===== config.mk =====
export PLATFORM = sky130hd
export DESIGN_NAME = hc595_rx_flat
export DESIGN_NICKNAME = d
export VERILOG_FILES = /design/src/rtl/hc595_rx_if.sv /design/src/rtl/hc595_rx.sv /design/src/flat_wrapper.sv
export SDC_FILE = /design/constraint.sdc
export NUM_CORES = 1
export LEC_CHECK = 0
export CORE_MARGIN = 1
export CORE_UTILIZATION = 56
export CTS_BUF_LIST = sky130_fd_sc_hd__clkbuf_16
export CTS_CLUSTER_DIAMETER = 100
export DETAILED_ROUTE_END_ITERATION = 8
export GPL_TIMING_DRIVEN = 0
export PLACE_DENSITY = 0.84
export SYNTH_ARGS = -nofsm -noshare
export SYNTH_HDL_FRONTEND = slang
export SYNTH_SLANG_ARGS = --single-unit

===== constraint.sdc =====
create_clock -name sys_clk -period 3.4 [get_ports sys_clk]
set_clock_uncertainty 0.1 [all_clocks]
set_input_delay 0.68 -clock sys_clk [delete_from_list [all_inputs] [get_ports sys_clk]]
set_output_delay 0.68 -clock sys_clk [all_outputs]
set_load 0.02 [all_outputs]

===== src/rtl/hc595_rx_if.sv =====
// Four-wire 74HC595 display link as seen by a receiver/monitor.
// The display driver owns the master side; hc595_rx listens on the slave side.
interface hc595_rx_if;
    logic ds;
    logic shcp;
    logic stcp;
    logic oe;

    modport master (output ds, output shcp, output stcp, output oe);
    modport slave  (input  ds, input  shcp, input  stcp, input  oe);
endinterface


===== src/rtl/hc595_rx.sv =====
// 74HC595 link receiver: oversamples the serial link on sys_clk, rebuilds the
// shift/storage registers, checks frame length and decodes latched digits.
module hc595_rx #(
    parameter int DATA_W = 14,
    parameter int SEL_W  = 6,
    parameter int SEG_W  = 8
) (
    input  logic                 sys_clk,
    input  logic                 sys_rst,
    hc595_rx_if.slave            link,
    output logic [SEL_W-1:0]     sel_out,
    output logic [SEG_W-1:0]     seg_out,
    output logic                 disp_en,
    output logic                 frame_valid,
    output logic                 frame_err,
    output logic                 sel_err,
    output logic [SEL_W*5-1:0]   digits,
    output logic [SEL_W-1:0]     digit_upd
);

    localparam logic [7:0]       FRAME_BITS = 8'(DATA_W);
    localparam logic [SEL_W-1:0] SEL_ONE    = SEL_W'(1);

    logic              ds_s1, ds_s2;
    logic              shcp_s1, shcp_s2, shcp_s3;
    logic              stcp_s1, stcp_s2, stcp_s3;
    logic              oe_s1, oe_s2;
    logic              shcp_rise, stcp_rise;
    logic [DATA_W-1:0] shreg;
    logic [7:0]        bitcnt;
    logic              sel_onehot;
    logic [4:0]        lut;

    // Pattern lookup with dp forced off; returns {hit, hex}.
    function automatic logic [4:0] seg_lookup(input logic [6:0] seg);
        logic [4:0] r;
        case ({1'b1, seg})
            8'hC0: r = 5'h10;  8'hF9: r = 5'h11;  8'hA4: r = 5'h12;  8'hB0: r = 5'h13;
            8'h99: r = 5'h14;  8'h92: r = 5'h15;  8'h82: r = 5'h16;  8'hF8: r = 5'h17;
            8'h80: r = 5'h18;  8'h90: r = 5'h19;  8'h88: r = 5'h1A;  8'h83: r = 5'h1B;
            8'hC6: r = 5'h1C;  8'hA1: r = 5'h1D;  8'h86: r = 5'h1E;  8'h8E: r = 5'h1F;
            default: r = 5'h00;
        endcase
        return r;
    endfunction

    // Synchronizers: idle-high lines reset high so a line held high
    // across reset release never looks like a rising edge.
    always_ff @(posedge sys_clk) begin
        if (sys_rst) begin
            ds_s1   <= 1'b0;
            ds_s2   <= 1'b0;
            shcp_s1 <= 1'b1;
            shcp_s2 <= 1'b1;
            shcp_s3 <= 1'b1;
            stcp_s1 <= 1'b1;
            stcp_s2 <= 1'b1;
            stcp_s3 <= 1'b1;
            oe_s1   <= 1'b1;
            oe_s2   <= 1'b1;
        end else begin
            ds_s1   <= link.ds;
            ds_s2   <= ds_s1;
            shcp_s1 <= link.shcp;
            shcp_s2 <= shcp_s1;
            shcp_s3 <= shcp_s2;
            stcp_s1 <= link.stcp;
            stcp_s2 <= stcp_s1;
            stcp_s3 <= stcp_s2;
            oe_s1   <= link.oe;
            oe_s2   <= oe_s1;
        end
    end

    assign shcp_rise = shcp_s2 & ~shcp_s3;
    assign stcp_rise = stcp_s2 & ~stcp_s3;

    // Shift/latch stage: latch sees shreg and bitcnt from before any
    // shift that lands in the same cycle.
    always_ff @(posedge sys_clk) begin
        if (sys_rst) begin
            shreg       <= '0;
            bitcnt      <= '0;
            sel_out     <= '0;
            seg_out     <= '0;
            frame_valid <= 1'b0;
            frame_err   <= 1'b0;
        end else begin
            frame_valid <= stcp_rise;
            frame_err   <= stcp_rise && (bitcnt != FRAME_BITS);
            if (stcp_rise)
                {sel_out, seg_out} <= shreg;
            if (shcp_rise)
                shreg <= {shreg[DATA_W-2:0], ds_s2};
            if (stcp_rise)
                bitcnt <= shcp_rise ? 8'd1 : 8'd0;
            else if (shcp_rise && bitcnt != 8'hFF)
                bitcnt <= bitcnt + 8'd1;
        end
    end

    assign sel_onehot = (sel_out != '0) && ((sel_out & (sel_out - SEL_ONE)) == '0);
    assign sel_err    = ~sel_onehot;
    assign lut        = seg_lookup(seg_out[6:0]);

    // Decode stage: one cycle behind the latch; unknown patterns leave the slot alone.
    always_ff @(posedge sys_clk) begin
        if (sys_rst) begin
            digits    <= '0;
            digit_upd <= '0;
        end else begin
            digit_upd <= '0;
            if (frame_valid && sel_onehot && lut[4]) begin
                digit_upd <= sel_out;
                for (int i = 0; i < SEL_W; i++)
                    if (sel_out[i])
                        digits[5*i +: 5] <= {~seg_out[SEG_W-1], lut[3:0]};
            end
        end
    end

    always_ff @(posedge sys_clk) begin
        if (sys_rst)
            disp_en <= 1'b0;
        else
            disp_en <= ~oe_s2;
    end

endmodule

===== src/flat_wrapper.sv =====
// flat-port wrapper written by rule: the top's interface ports become plain ports
module hc595_rx_flat 
#(
    parameter int DATA_W = 14,
    parameter int SEL_W  = 6,
    parameter int SEG_W  = 8
)
  (sys_clk, sys_rst, sel_out, seg_out, disp_en, frame_valid, frame_err, sel_err, digits, digit_upd, link_ds, link_shcp, link_stcp, link_oe);
  hc595_rx_if link_i ();
  input  logic sys_clk;
  input  logic sys_rst;
  output logic [SEL_W-1:0] sel_out;
  output logic [SEG_W-1:0] seg_out;
  output logic disp_en;
  output logic frame_valid;
  output logic frame_err;
  output logic sel_err;
  output logic [SEL_W*5-1:0] digits;
  output logic [SEL_W-1:0] digit_upd;
  input wire logic [$bits(link_i.ds)-1:0] link_ds;
  input wire logic [$bits(link_i.shcp)-1:0] link_shcp;
  input wire logic [$bits(link_i.stcp)-1:0] link_stcp;
  input wire logic [$bits(link_i.oe)-1:0] link_oe;
  assign link_i.ds = link_ds;
  assign link_i.shcp = link_shcp;
  assign link_i.stcp = link_stcp;
  assign link_i.oe = link_oe;
  hc595_rx #(.DATA_W(DATA_W), .SEL_W(SEL_W), .SEG_W(SEG_W)) u_core (.sys_clk(sys_clk), .sys_rst(sys_rst), .link(link_i), .sel_out(sel_out), .seg_out(seg_out), .disp_en(disp_en), .frame_valid(frame_valid), .frame_err(frame_err), .sel_err(sel_err), .digits(digits), .digit_upd(digit_upd));
endmodule

==> key figures <==
Placement
  – RD Place Congestion: 0.880
  – Port bufs: 59
  – HPWL Detailed: 5400 µm
  – Placed instance area: 4150 µm²
  – Pre-CTS setup slack: 0.748 ns

Clock network
  – Resize count post-CTS: 0
  – Sink Count: 85
  – CTS buffer count: 9
  – Setup repair bufs after CTS: 0
  – Worst-path clk slew: 0.06 ns
  – Root buffer cell: clkbuf_16
  – Hold_buf cts: 0
  – Clk_lat worst skew: 0.33 ns
  – CTS tree: done
  – H-tree depth: 3
  – Clock Path Buffers: 2

GRT
  – Number of global-route vias before repair: 2702
  – First-pass GRT wire length: 12600 µm
  – Largest net degree at the start of global routing: 14
  – Total track usage: 0.256
  – Initial antenna violation count: 0
  – Remaining global-route overflow: 0

Timing
  – Setup Viol. Count Final: 0
  – Worst-margin pin slew: 0.693 ns
  – Final hold slack: 0.294 ns
  – Final Max Slew Viols: 0
  – RSZ-0062 raised after global routing: no
  – Fin crit period: 2.94 ns
  – Final TNS setup: 0 ns
  – FMAX: 0.341 GHz
  – Fin crit share: 0.863
  – Setup WS post-layout: 0.464 ns
  – Slew margin rel.: 0.532
  – Final Hold Fails: 0

Synthesis
  – Fraction of the mapped netlist area in compound gates: 0.133
  – Synth Area in Simple Gates: 0.232
  – Mapped Area: 3470 µm²
  – Mux contribution to synthesized area: 0.0722
  – Prevailing post-synth register cell: dfxtp_1
  – Share of the synthesized area in the top cell type: 0.491
  – Netlist cell types: 49
  – Seq cells post-synth: 85
  – Synth Area in Adders: 0.00722
  – Synth Net Count: 384
  – Synth area leaders: dfxtp_1 (49%), mux2i_1 (7.2%), nand2_1 (7.0%), a21oi_1 (5.6%), nand2b_1 (4.9%)
  – Largest family of logic cells by synthesized area: simple AND/OR/NAND/NOR gates
  – Mapped Cells: 376
  – Syn Area/Cell: 9.22 µm²
  – Post-synth EDFFs: 0
  – Most common cell in the synthesized netlist: dfxtp_1
  – Post-synth top area cell: dfxtp_1
  – Synth warnings: 0
  – Register area share after synthesis: 0.491
  – Synth top cells by count: dfxtp_1 (85), nand2_1 (65), a21oi_1 (39), nand2b_1 (27), mux2i_1 (25)
  – Xor and xnor fraction of the mapped netlist area: 0.0202
  – Synth async-reset ratio: 0

Critical path
  – WP depth: 5
  – Crit-path cells: buf_2 > nor3b_1 > o31ai_1 > o31a_1 > clkdlybuf4s50_1
  – CP Class: register to output pin
  – CP max stage cell: clkdlybuf4s50_1
  – R2R Path Start: u_core.seg_out[4]
  – Reg2reg path depth: 7
  – End of the critical path: sel_err
  – Critical Path End Type: output pin
  – Req. time, crit path: 2.62 ns
  – CP Launch Point: u_core.sel_out[1]
  – Reg2Reg Setup Slack: 0.74 ns
  – RR Endpoint: u_core.digits[0]
  – Slowest stage delay, CP: 0.65 ns
  – Startpoint types: register
  – Top Family by Delay on Critical Path: buffers and inverters
  – Crit path max fanout: 9
  – Worst EP arrival: 2.16 ns
  – Crit path buf inv count: 2

Cells and area
  – ANT cells: 0
  – Synth-to-layout area growth: 27.1%
  – Final core occ: 0.740
  – Share of cells above drive strength 1: 0.0822
  – Net count, final: 454
  – Fin area: 4410 µm²

Hold path
  – Hold/Removal Path Class: register to register

Floorplan
  – Core area: 5960 µm²
  – Die Wd: 80.7 µm
  – Die Span Y: 80.7 µm
  – Initial core utilization: 0.582
  – Io pins: 60
  – Die area: 6510 µm²
  – FP Rows: 28

Route
  – Drt wl/cell: 14.7 µm
  – Number of iterations in the first detailed-routing pass: 4
  – Residual DRC: 0
  – Vias per cell: 5.47
  – Starting DRT DRC Count: 122
  – Final WL: 7740 µm
  – Post-detailed-route count of antenna-violating nets: 0
  – Via count: 2870

Power and ir drop
  – P_leak: 1.69 nW
  – Seq pwr share: 0.528
  – Clk pwr share: 0.447
  – Pwr dens: 432 nW/µm²
  – VDD IR max: 0.356 mV
  – Sw frac: 0.211
  – Sw Pwr: 401 µW
  – Combinational share of power: 0.025
  – Int Pwr: 1.50 mW

Job
  – Max-cap viol count: 0

Status
  – Status: complete, no violations
==> layout make-up <==
class / instances / area [µm²]
sequential: 85 / 1700
multi-input combinational: 259 / 1610
fill: 433 / 1550
timing repair buffer: 59 / 591
clock buffer: 9 / 225
buffer: 28 / 136
tap: 75 / 93.8
clock inverter: 6 / 31.3
inverter: 4 / 15.0
==> sequential cells by signal, indices dropped and copies added, names as in the netlist, 6 cells and up <==
name,count
u_core.seg_out,8
u_core.digits,30
u_core.digit_upd,6
u_core.shreg,14
u_core.bitcnt,8
u_core.sel_out,6
==> worst min-delay path by stage <==
stage,slack (ns),end,cells past startpoint,startpoint
2_1_floorplan,0.26,u_core.disp_en,1,u_core.oe_s2
3_3_place_gp,0.28,u_core.disp_en,1,u_core.oe_s2
3_5_place_dp,0.29,u_core.disp_en,1,u_core.oe_s2
4_1_cts,0.30,u_core.disp_en,1,u_core.oe_s2
5_1_grt,0.32,u_core.shcp_s2,1,u_core.shcp_s1
6_report,0.29,u_core.disp_en,1,u_core.oe_s2
==> power groups by stage <==
stage / clock network [mW] / logic (mW) / registers, mW
after floorplan: 0 / 0.0285 / 1.03
after global placement: 0 / 0.0458 / 1.03
after detailed placement: 0 / 0.0469 / 1.03
after CTS: 0.859 / 0.0473 / 1.01
after global routing: 0.898 / 0.0512 / 1.01
final: 0.852 / 0.0472 / 1.01
==> worst register-to-register path, cell delays in order, from the launching register on <==
cell and delay (ns):
dfxtp_1 0.35, clkbuf_1 0.24, nor4b_1 0.43, a22oi_1 0.21
o211a_1 0.21, a311oi_4 0.48, nand2_1 0.32, mux2i_1 0.19
==> logic make-up after synthesis <==
logic type | after synthesis
XOR/XNOR | 8
flip-flops | 85
adder cells (fa/ha/maj) | 2
multiplexers | 25
buffers and inverters | 32
AND/OR/NAND/NOR | 155
AO/OA/AOI/OAI | 69
==> per-layer routing <==
metal / track usage / part of all wire
met1: 0.316 / 0.45
met4: 0.109 / 0.020
met5: 0 / 0
met3: 0.0523 / 0.042
met2: 0.430 / 0.48
==> cells in the final DEF, fill, tap and decap left out, drive strengths merged, types with 5 or more instances in the layout <==
cell type	count
a311oi	7
clkinv	5
buf	12
clkdlybuf4s50	59
nand2	65
nor2b	5
nor3	5
nor3b	5
or2	9
nand2b	27
clkbuf	25
mux2i	25
xor2	7
and2	6
a21oi	39
dfxtp	85
nor2	13
==> metrics by stage <==
stage	total power, mW	std cells
6_report	1.90	525
5_1_grt	1.95	525
4_1_cts	1.91	525
3_5_place_dp	1.07	510
3_3_place_gp	1.07	510
2_1_floorplan	1.06	376
(Power assumes the default switching activity.)
